<file path="config.mk">
export PLATFORM = sky130hd
export DESIGN_NAME = ir_predecode
export DESIGN_NICKNAME = d
export VERILOG_FILES = /design/src/rtl/ir_predecode.sv
export SDC_FILE = /design/constraint.sdc
export NUM_CORES = 1
export LEC_CHECK = 0
export ABC_AREA = 1
export ABC_CLOCK_PERIOD_IN_PS = 1050
export CELL_PAD_IN_SITES_DETAIL_PLACEMENT = 0
export CELL_PAD_IN_SITES_GLOBAL_PLACEMENT = 1
export CORE_ASPECT_RATIO = 1.4
export CORE_MARGIN = 2
export CORE_UTILIZATION = 26
export CTS_CLUSTER_SIZE = 28
export DETAILED_ROUTE_END_ITERATION = 6
export PLACE_DENSITY = 0.78
export SETUP_SLACK_MARGIN = 0.02
export SLEW_MARGIN = 10
export SYNTH_ARGS = -nofsm -noshare
export SYNTH_HDL_FRONTEND = slang
export SYNTH_SLANG_ARGS = --single-unit
</file>
<file path="constraint.sdc">
create_clock -name clk -period 1.05 [get_ports clk]
set_input_delay 0.21 -clock clk [delete_from_list [all_inputs] [get_ports clk]]
set_output_delay 0.21 -clock clk [all_outputs]
set_load 0.05 [all_outputs]
</file>
<file path="src/rtl/ir_predecode.sv">
// Opcode-fetch stage feeding timing_ctrl: latches the instruction register at T1, predecodes
// one/two-cycle opcodes, and sequences RESET/NMI/IRQ by injecting BRK (8'h00) into IR.
module ir_predecode #(
    parameter bit         CMOS     = 1'b1,
    parameter logic [7:0] IR_RESET = 8'hEA
) (
    input  logic       clk,
    input  logic       reset_n,
    input  logic       ready,
    input  logic [2:0] t,
    input  logic [7:0] data_in,
    input  logic       i_flag,
    input  logic       irq_n,
    input  logic       nmi_n,
    output logic [7:0] ir,
    output logic       onecycle,
    output logic       twocycle,
    output logic       int_active,
    output logic [1:0] vec_sel,
    output logic       pc_hold
);

    typedef enum logic [1:0] {
        VEC_IRQ = 2'b00,
        VEC_NMI = 2'b01,
        VEC_RST = 2'b10
    } vec_e;

    localparam logic [2:0] T1 = 3'd1;

    logic nmi_s1;
    logic nmi_s2;
    logic nmi_prev;
    logic nmi_edge;
    logic nmi_pend;
    logic rst_pend;
    logic irq_take;
    logic fetch;
    logic fetch_en;
    logic inject;
    logic take_int;
    vec_e src;

    logic [7:0] op;
    logic       is_imm;
    logic       is_impl;
    logic       is_stack_flow;
    logic       is_ld_cmp_imm;
    logic       one_raw;
    logic       two_raw;

    // NMI is asynchronous: two-flop synchroniser plus a history flop for the falling edge.
    // NOTE: sequential state uses non-blocking assignments so every flop samples pre-edge values.
    always_ff @(posedge clk or negedge reset_n) begin
        if (!reset_n) begin
            nmi_s1   <= 1'b0;
            nmi_s2   <= 1'b0;
            nmi_prev <= 1'b0;
        end else begin
            nmi_s1   <= nmi_n;
            nmi_s2   <= nmi_s1;
            nmi_prev <= nmi_s2;
        end
    end

    assign nmi_edge = nmi_prev & ~nmi_s2;
    assign irq_take = ~irq_n & ~i_flag;
    assign fetch    = (t == T1);
    assign fetch_en = ready & fetch;
    assign inject   = fetch & (rst_pend | nmi_pend | irq_take);
    assign take_int = fetch_en & inject;
    assign pc_hold  = inject;

    // NOTE: every always_comb output gets a default first, so no path can infer a latch.
    always_comb begin
        src = VEC_IRQ;
        if (rst_pend) begin
            src = VEC_RST;
        end else if (nmi_pend) begin
            src = VEC_NMI;
        end
    end

    always_ff @(posedge clk or negedge reset_n) begin
        if (!reset_n) begin
            ir         <= IR_RESET;
            int_active <= 1'b0;
            vec_sel    <= VEC_IRQ;
            rst_pend   <= 1'b1;
            nmi_pend   <= 1'b0;
        end else begin
            if (fetch_en) begin
                if (inject) begin
                    ir         <= 8'h00;
                    int_active <= 1'b1;
                    vec_sel    <= src;
                end else begin
                    ir         <= data_in;
                    int_active <= 1'b0;
                    vec_sel    <= VEC_IRQ;
                end
            end

            if (take_int && rst_pend) begin
                rst_pend <= 1'b0;
            end

            // A fresh edge in the consuming cycle keeps the NMI pending.
            if (nmi_edge) begin
                nmi_pend <= 1'b1;
            end else if (take_int && !rst_pend && nmi_pend) begin
                nmi_pend <= 1'b0;
            end
        end
    end

    assign op            = data_in;
    assign is_imm        = ((op & 8'h1F) == 8'h09);
    assign is_stack_flow = (op inside {8'h08, 8'h28, 8'h48, 8'h68, 8'h00, 8'h40, 8'h60});
    assign is_impl       = (((op & 8'h0F) == 8'h08) || ((op & 8'h0F) == 8'h0A)) && !is_stack_flow;
    assign is_ld_cmp_imm = (op inside {8'hA0, 8'hA2, 8'hC0, 8'hE0});
    assign one_raw       = CMOS && ((op & 8'h07) == 8'h03);
    assign two_raw       = !one_raw && (is_imm || is_impl || is_ld_cmp_imm);

    assign onecycle = fetch & ~inject & one_raw;
    assign twocycle = fetch & ~inject & two_raw;

endmodule
</file>
After elaboration in Yosys (flattened, before gate mapping)
Index checks and enable logic that the tools add are counted.
Widths: inputs -> output; s select.
{"block": "op_classes", "eq_ne": 15, "mux": 7, "n_bitwise": 14, "n_reduce_logical": 15}
{"op": "$eq 8x7->1 const B", "count": 4}
{"op": "$eq 8x8->1 const B", "count": 4}
{"op": "$and 1x1->1", "count": 8}
{"op": "$eq 4x4->1 const B", "count": 2}
{"op": "$eq 8x4->1 const B", "count": 1}
{"op": "$eq 8x6->1 const B", "count": 1}
{"op": "$logic_not 8->1", "count": 1}
{"op": "$mux 8", "count": 1}
{"op": "$reduce_bool 7->1", "count": 1}
{"op": "$eq 5x4->1 const B", "count": 1}
{"op": "$logic_and 1x1->1", "count": 5}
{"op": "$mux 1", "count": 4}
{"op": "$mux 2", "count": 2}
{"op": "$not 1->1", "count": 4}
{"op": "$reduce_bool 4->1", "count": 1}
{"op": "$eq 3x1->1 const B", "count": 1}
{"op": "$eq 3x2->1 const B", "count": 1}
{"op": "$logic_not 1->1", "count": 3}
{"op": "$logic_or 1x1->1", "count": 3}
{"op": "$or 1x1->1", "count": 2}
{"op": "$reduce_bool 2->1", "count": 1}
{"block": "word_totals", "ff_bits": 16, "input_bits": 17, "out_inout_bits": 14, "wordCells": 59}

Longest topological paths before layout
{"block": "depth", "ltp_word": 9, "mapped_depth": 6, "mapped_depth_nobuf": 6}

Worst setup path before layout
Ideal clock, no wire load.
{"block": "synth_path", "path_kind": "register to output", "startpoint": "reg nmi_pend", "endpoint": "out twocycle", "arrival_ps": 1511, "required_time_ps": 840, "slack_ps": -671, "path_stages_with_launch": 6, "path_buffers": 0, "path_cell_list": "dfrtp_1 inv_2 nand2_1 nor2_4 nand3_1 a21oi_1"}
{"block": "synth_between", "elab_chain_len": 6}
{"item": "from (decl)", "line": "35", "rtl": "logic nmi_pend;"}
{"item": "from (signal assigned)", "line": "90", "rtl": "nmi_pend <= 1'b0;"}
{"item": "from (signal assigned)", "line": "110", "rtl": "nmi_pend <= 1'b1;"}
{"item": "from (signal assigned)", "line": "112", "rtl": "nmi_pend <= 1'b0;"}
{"item": "$or 1x1->1 (2 in a row)", "line": "70", "rtl": "assign inject = fetch & (rst_pend | nmi_pend | irq_take);"}
{"item": "$and 1x1->1", "line": "70"}
{"item": "$not 1->1", "line": "126", "rtl": "assign twocycle = fetch & ~inject & two_raw;"}
{"item": "$and 1x1->1 (2 in a row)", "line": "126"}
{"item": "to (decl)", "line": "17", "rtl": "output logic twocycle,"}
Every way passes these cells.

Worst setup path after layout
Same ends and word-level chain as after synthesis.

==> impl_summary.md <==
Synthesis
The summed instance area of the synthesized netlist is slightly above 700 um^2. Yosys printed 0 warnings. The mean instance size in the synthesized netlist is roughly 9.0 um^2. The cell type contributing the most total cell area after synthesis is sky130_fd_sc_hd__dfrtp_1.

The netlist uses 16 different library cells. Counting every net in the synthesized netlist gives 98. In the post-synthesis netlist, the biggest area contributors are sky130_fd_sc_hd__dfrtp_1 34%, sky130_fd_sc_hd__dfstp_2 22%, sky130_fd_sc_hd__nand2_1 12%, sky130_fd_sc_hd__inv_1 6.2%, sky130_fd_sc_hd__nand3_1 4.1%. The fraction of the yosys area taken by sequential cells is 56.2%. The top-area cell type share of the netlist area is ~34%. The post-synthesis sequential element count is 16. Counting every instance in the synthesized netlist gives 81.

Global routing
The largest net degree at the start of global routing is 17. The number of global-route vias before repair is slightly above 700. The number of antenna violations at the first check in global routing is 0. The total routing usage reported by global routing is about an eighth. The global-route congestion overflow total is 0. The first global-routing pass estimated between 3 and 4 mm of wire.

Run status
The flow ran to the end, but the final reports show violations. The checks that failed: negative setup slack.

Critical path
The slowest stage cell on the critical path is sky130_fd_sc_hd__dfrtp_1. The worst setup path is captured at an output port. The register-to-register path setup slack is -0.16 ns.

The signal on the critical path passes through inv_2 > nand2_2 > nor2_4 > nand3_2 > a21oi_4 > buf_12. The cell depth of the worst flop-to-flop path is 7. In this design, the stage delay of the slowest critical-path cell is around 0.40 ns. The worst register-to-register path begins at nmi_pend. The terminus of the critical flop-to-flop path is int_active. Broken down by cell family, the worst path's largest delay share belongs to flip-flops. Tracing the worst setup path back leads to its startpoint at nmi_pend. The element type at the critical path start is a register. The logic depth of the worst path, buffers included is 6. The category of the most critical setup path is reg2out.

The required time of the critical path is ~0.84 ns. The number of buffers and inverters on the critical path is 2. The top fanout value on the critical path is 4. The arrival time of the worst setup path is 1.36 ns. The worst setup path endpoint is twocycle.

STA
Subtracting the final worst setup slack from the clock period gives 1.57 ns. For the final database, setup skew stands at between 0.009 and 0.01 ns. The worst pin sits at a relative slew slack of between 80% and 90%. At the pin with the least slew margin, the transition time is 0.242 ns. The final critical path takes up 149% of the cycle.

Setup slack on the critical path of the routed design comes to -0.520 ns. The worst-case hold slack is 0.240 ns. The number of slew-limit violations in the final report is 0.

The number of hold violations in the final report is 0. Setup repair after global routing could not meet its margin everywhere. For this run, the top clock speed supported by timing is 637 MHz. Setup violations remaining at the end of the flow were counted as 22.

Clocking
The clock net sink count is 16. No sink is reached through more buffers than the 2 on the longest clock path. Buffers inserted during clock tree synthesis total 3.

TritonCTS built the clock tree. The tree is rooted in a sky130_fd_sc_hd__clkbuf_4. CTS built an H-tree with a depth of 1. The clock transition at the registers of the reported paths is 0.09 ns. The number of buffers inserted by hold repair at cts is 0. Clock latency on the worst-skew pair, taken at its later pin, is between 0.2 and 0.3 ns.

Route
The post-route DRC violation count is 0. The final route contains roughly 730 vias. In the routed layout, each cell is associated on average with a via count of 4.17.

The total wire length is about 1.8 mm. The average wire length per cell after detail routing is approximately 10 um. The number of search-and-repair iterations in the first detailed-routing pass is 3.

The detail route stage leaves a number of antenna-violating nets equal to 0. The number of design-rule violations left by the first detailed-router iteration is 3.

Layout
Compared with the post-synthesis result, the final layout area differs by 108%. In the layout the commonest cells are 19 x sky130_fd_sc_hd__nand2_1, 16 x sky130_fd_sc_hd__buf_4, 15 x sky130_fd_sc_hd__buf_12. Leaving out fill and tap cells, the most frequent cell in the layout is sky130_fd_sc_hd__nand2_1. Cells fill a little under three fifths of the core in the end. The repair_antennas step left the layout with diodes totalling 0. The layout has ~260 filler cells. The net count of the finished layout is ~160. Summing all multi-input logic gate instances after layout gives 337 um^2. Registers take a little over 400 um^2. Cells with a size suffix above 1 make up 52.9% of the layout.

Pwr
The total power consumption of the routed design is approximately 1.7 mW. The power per cell area is about 1100 mW/mm^2. The analysis attributes to cell leakage a power of between 0.7 and 0.8 nW. IR analysis of the VDD net gives a maximum drop of 0.475 mV.

Die
In this run the vertical extent of the chip is about 67 um. The die covers approximately 0.0032 mm^2. In this run the horizontal extent of the chip is approximately 49 um. The number of placed I/O pins is 31.

The initialized floorplan defines 22 standard-cell rows. The core outline area is 0.00264 mm^2. The initial utilization of the core area, before any placement, comes to 27.5%.

Run
The number of violations of the max-capacitance limit is 0.

Place
The worst-case setup slack after placement is -0.533 ns. The routability congestion estimate is 0.710. Port buffering added 30 buffers.

The placed wire-length estimate is approximately 1.4 mm.

Worst hold path
The worst min-delay path category is in2async.
[flip-flops by register name (all words and copies together), names as in the netlist]
register / count
int_active: 1
ir: 8
nmi_pend: 1
nmi_prev: 1
nmi_s1: 1
nmi_s2: 1
rst_pend: 1
vec_sel: 2
[per-layer routing]
metal	up-vias	track usage [%]	share of wire, %
li1	366	-	-
met1	330	12.6	36
met2	25	24.3	56
met3	4	0.673	4.6
met4	0	8.57	2.7
met5	-	0	0
[Yosys cell counts]
master / count
sky130_fd_sc_hd__dfrtp_1: 10
sky130_fd_sc_hd__o21a_1: 1
sky130_fd_sc_hd__nor2_1: 5
sky130_fd_sc_hd__inv_2: 3
sky130_fd_sc_hd__o21ai_1: 6
sky130_fd_sc_hd__nand3_4: 1
sky130_fd_sc_hd__nor2_8: 1
sky130_fd_sc_hd__nor2_4: 1
sky130_fd_sc_hd__dfstp_2: 6
sky130_fd_sc_hd__o21ai_0: 2
sky130_fd_sc_hd__nand2_1: 23
sky130_fd_sc_hd__o21ai_2: 1
sky130_fd_sc_hd__inv_1: 12
sky130_fd_sc_hd__nand3_1: 6
sky130_fd_sc_hd__a21oi_1: 2
sky130_fd_sc_hd__nand2_4: 1
[power breakdown]
group          internal, mW  total (mW)  switching, mW
Combinational         0.346       0.661          0.315
Sequential            0.680       0.731         0.0509
Clock                 0.147       0.331          0.183
Total                  1.17        1.72          0.550
[area by class of cell]
type	count	share of cell area [%]
Tap cell	36	2.99
Clock buffer	4	1.74
Sequential cell	16	27.1
Inverter	15	3.90
Multi-Input combinational cell	50	22.3
Timing Repair Buffer	52	41.4
Timing Repair inverter	1	0.498
[cells by family after synthesis]
group                  count (synthesis)  share of synthesized area, %
buffers and inverters                 15                          7.76
AOI/OAI and AO/OA                     12                          9.14
and+or+nand+nor                       38                          26.9
DFF                                   16                          56.2
[worst min path at each step]
stage                  from    endpoint  slack (ns)  depth (start not counted)
global placement     nmi_s1      nmi_s2        0.34                          0
floorplan           reset_n  int_active       -0.09                          0
finish              reset_n      nmi_s1        0.24                          2
detailed placement   nmi_s1      nmi_s2        0.35                          0
global route        reset_n      nmi_s1        0.24                          2
CTS                 reset_n      nmi_s1        0.24                          2
[worst register-to-register path, delay by kind of cell (launching register included)]
kind                   cells  cell delay [ns]
DFF                        1             0.40
AOI/OAI and AO/OA          1             0.11
and+or+nand+nor            3             0.28
buffers and inverters      3             0.31
[through the flow]
step / instance area (um^2) / TNS, ns / std cells
2_1_floorplan: 759 / -0.777 / 81
3_3_place_gp: 1360 / -5.89 / 160
3_5_place_dp: 1360 / -6.31 / 160
4_1_cts: 1450 / -2.98 / 170
5_1_grt: 1510 / -4.49 / 174
6_report: 1510 / -3.39 / 174
[what timing repair did]
item | 4_1_cts | 5_1_grt
endpoints found under the hold margin | 0 | 0
gates cloned | 1 | 0
resized for setup | 19 | 11
pin swaps | 5 | 5
setup buffers | 5 | 4
setup endpoints to repair | 27 | 25
Power figures use the tool's default switching activity.
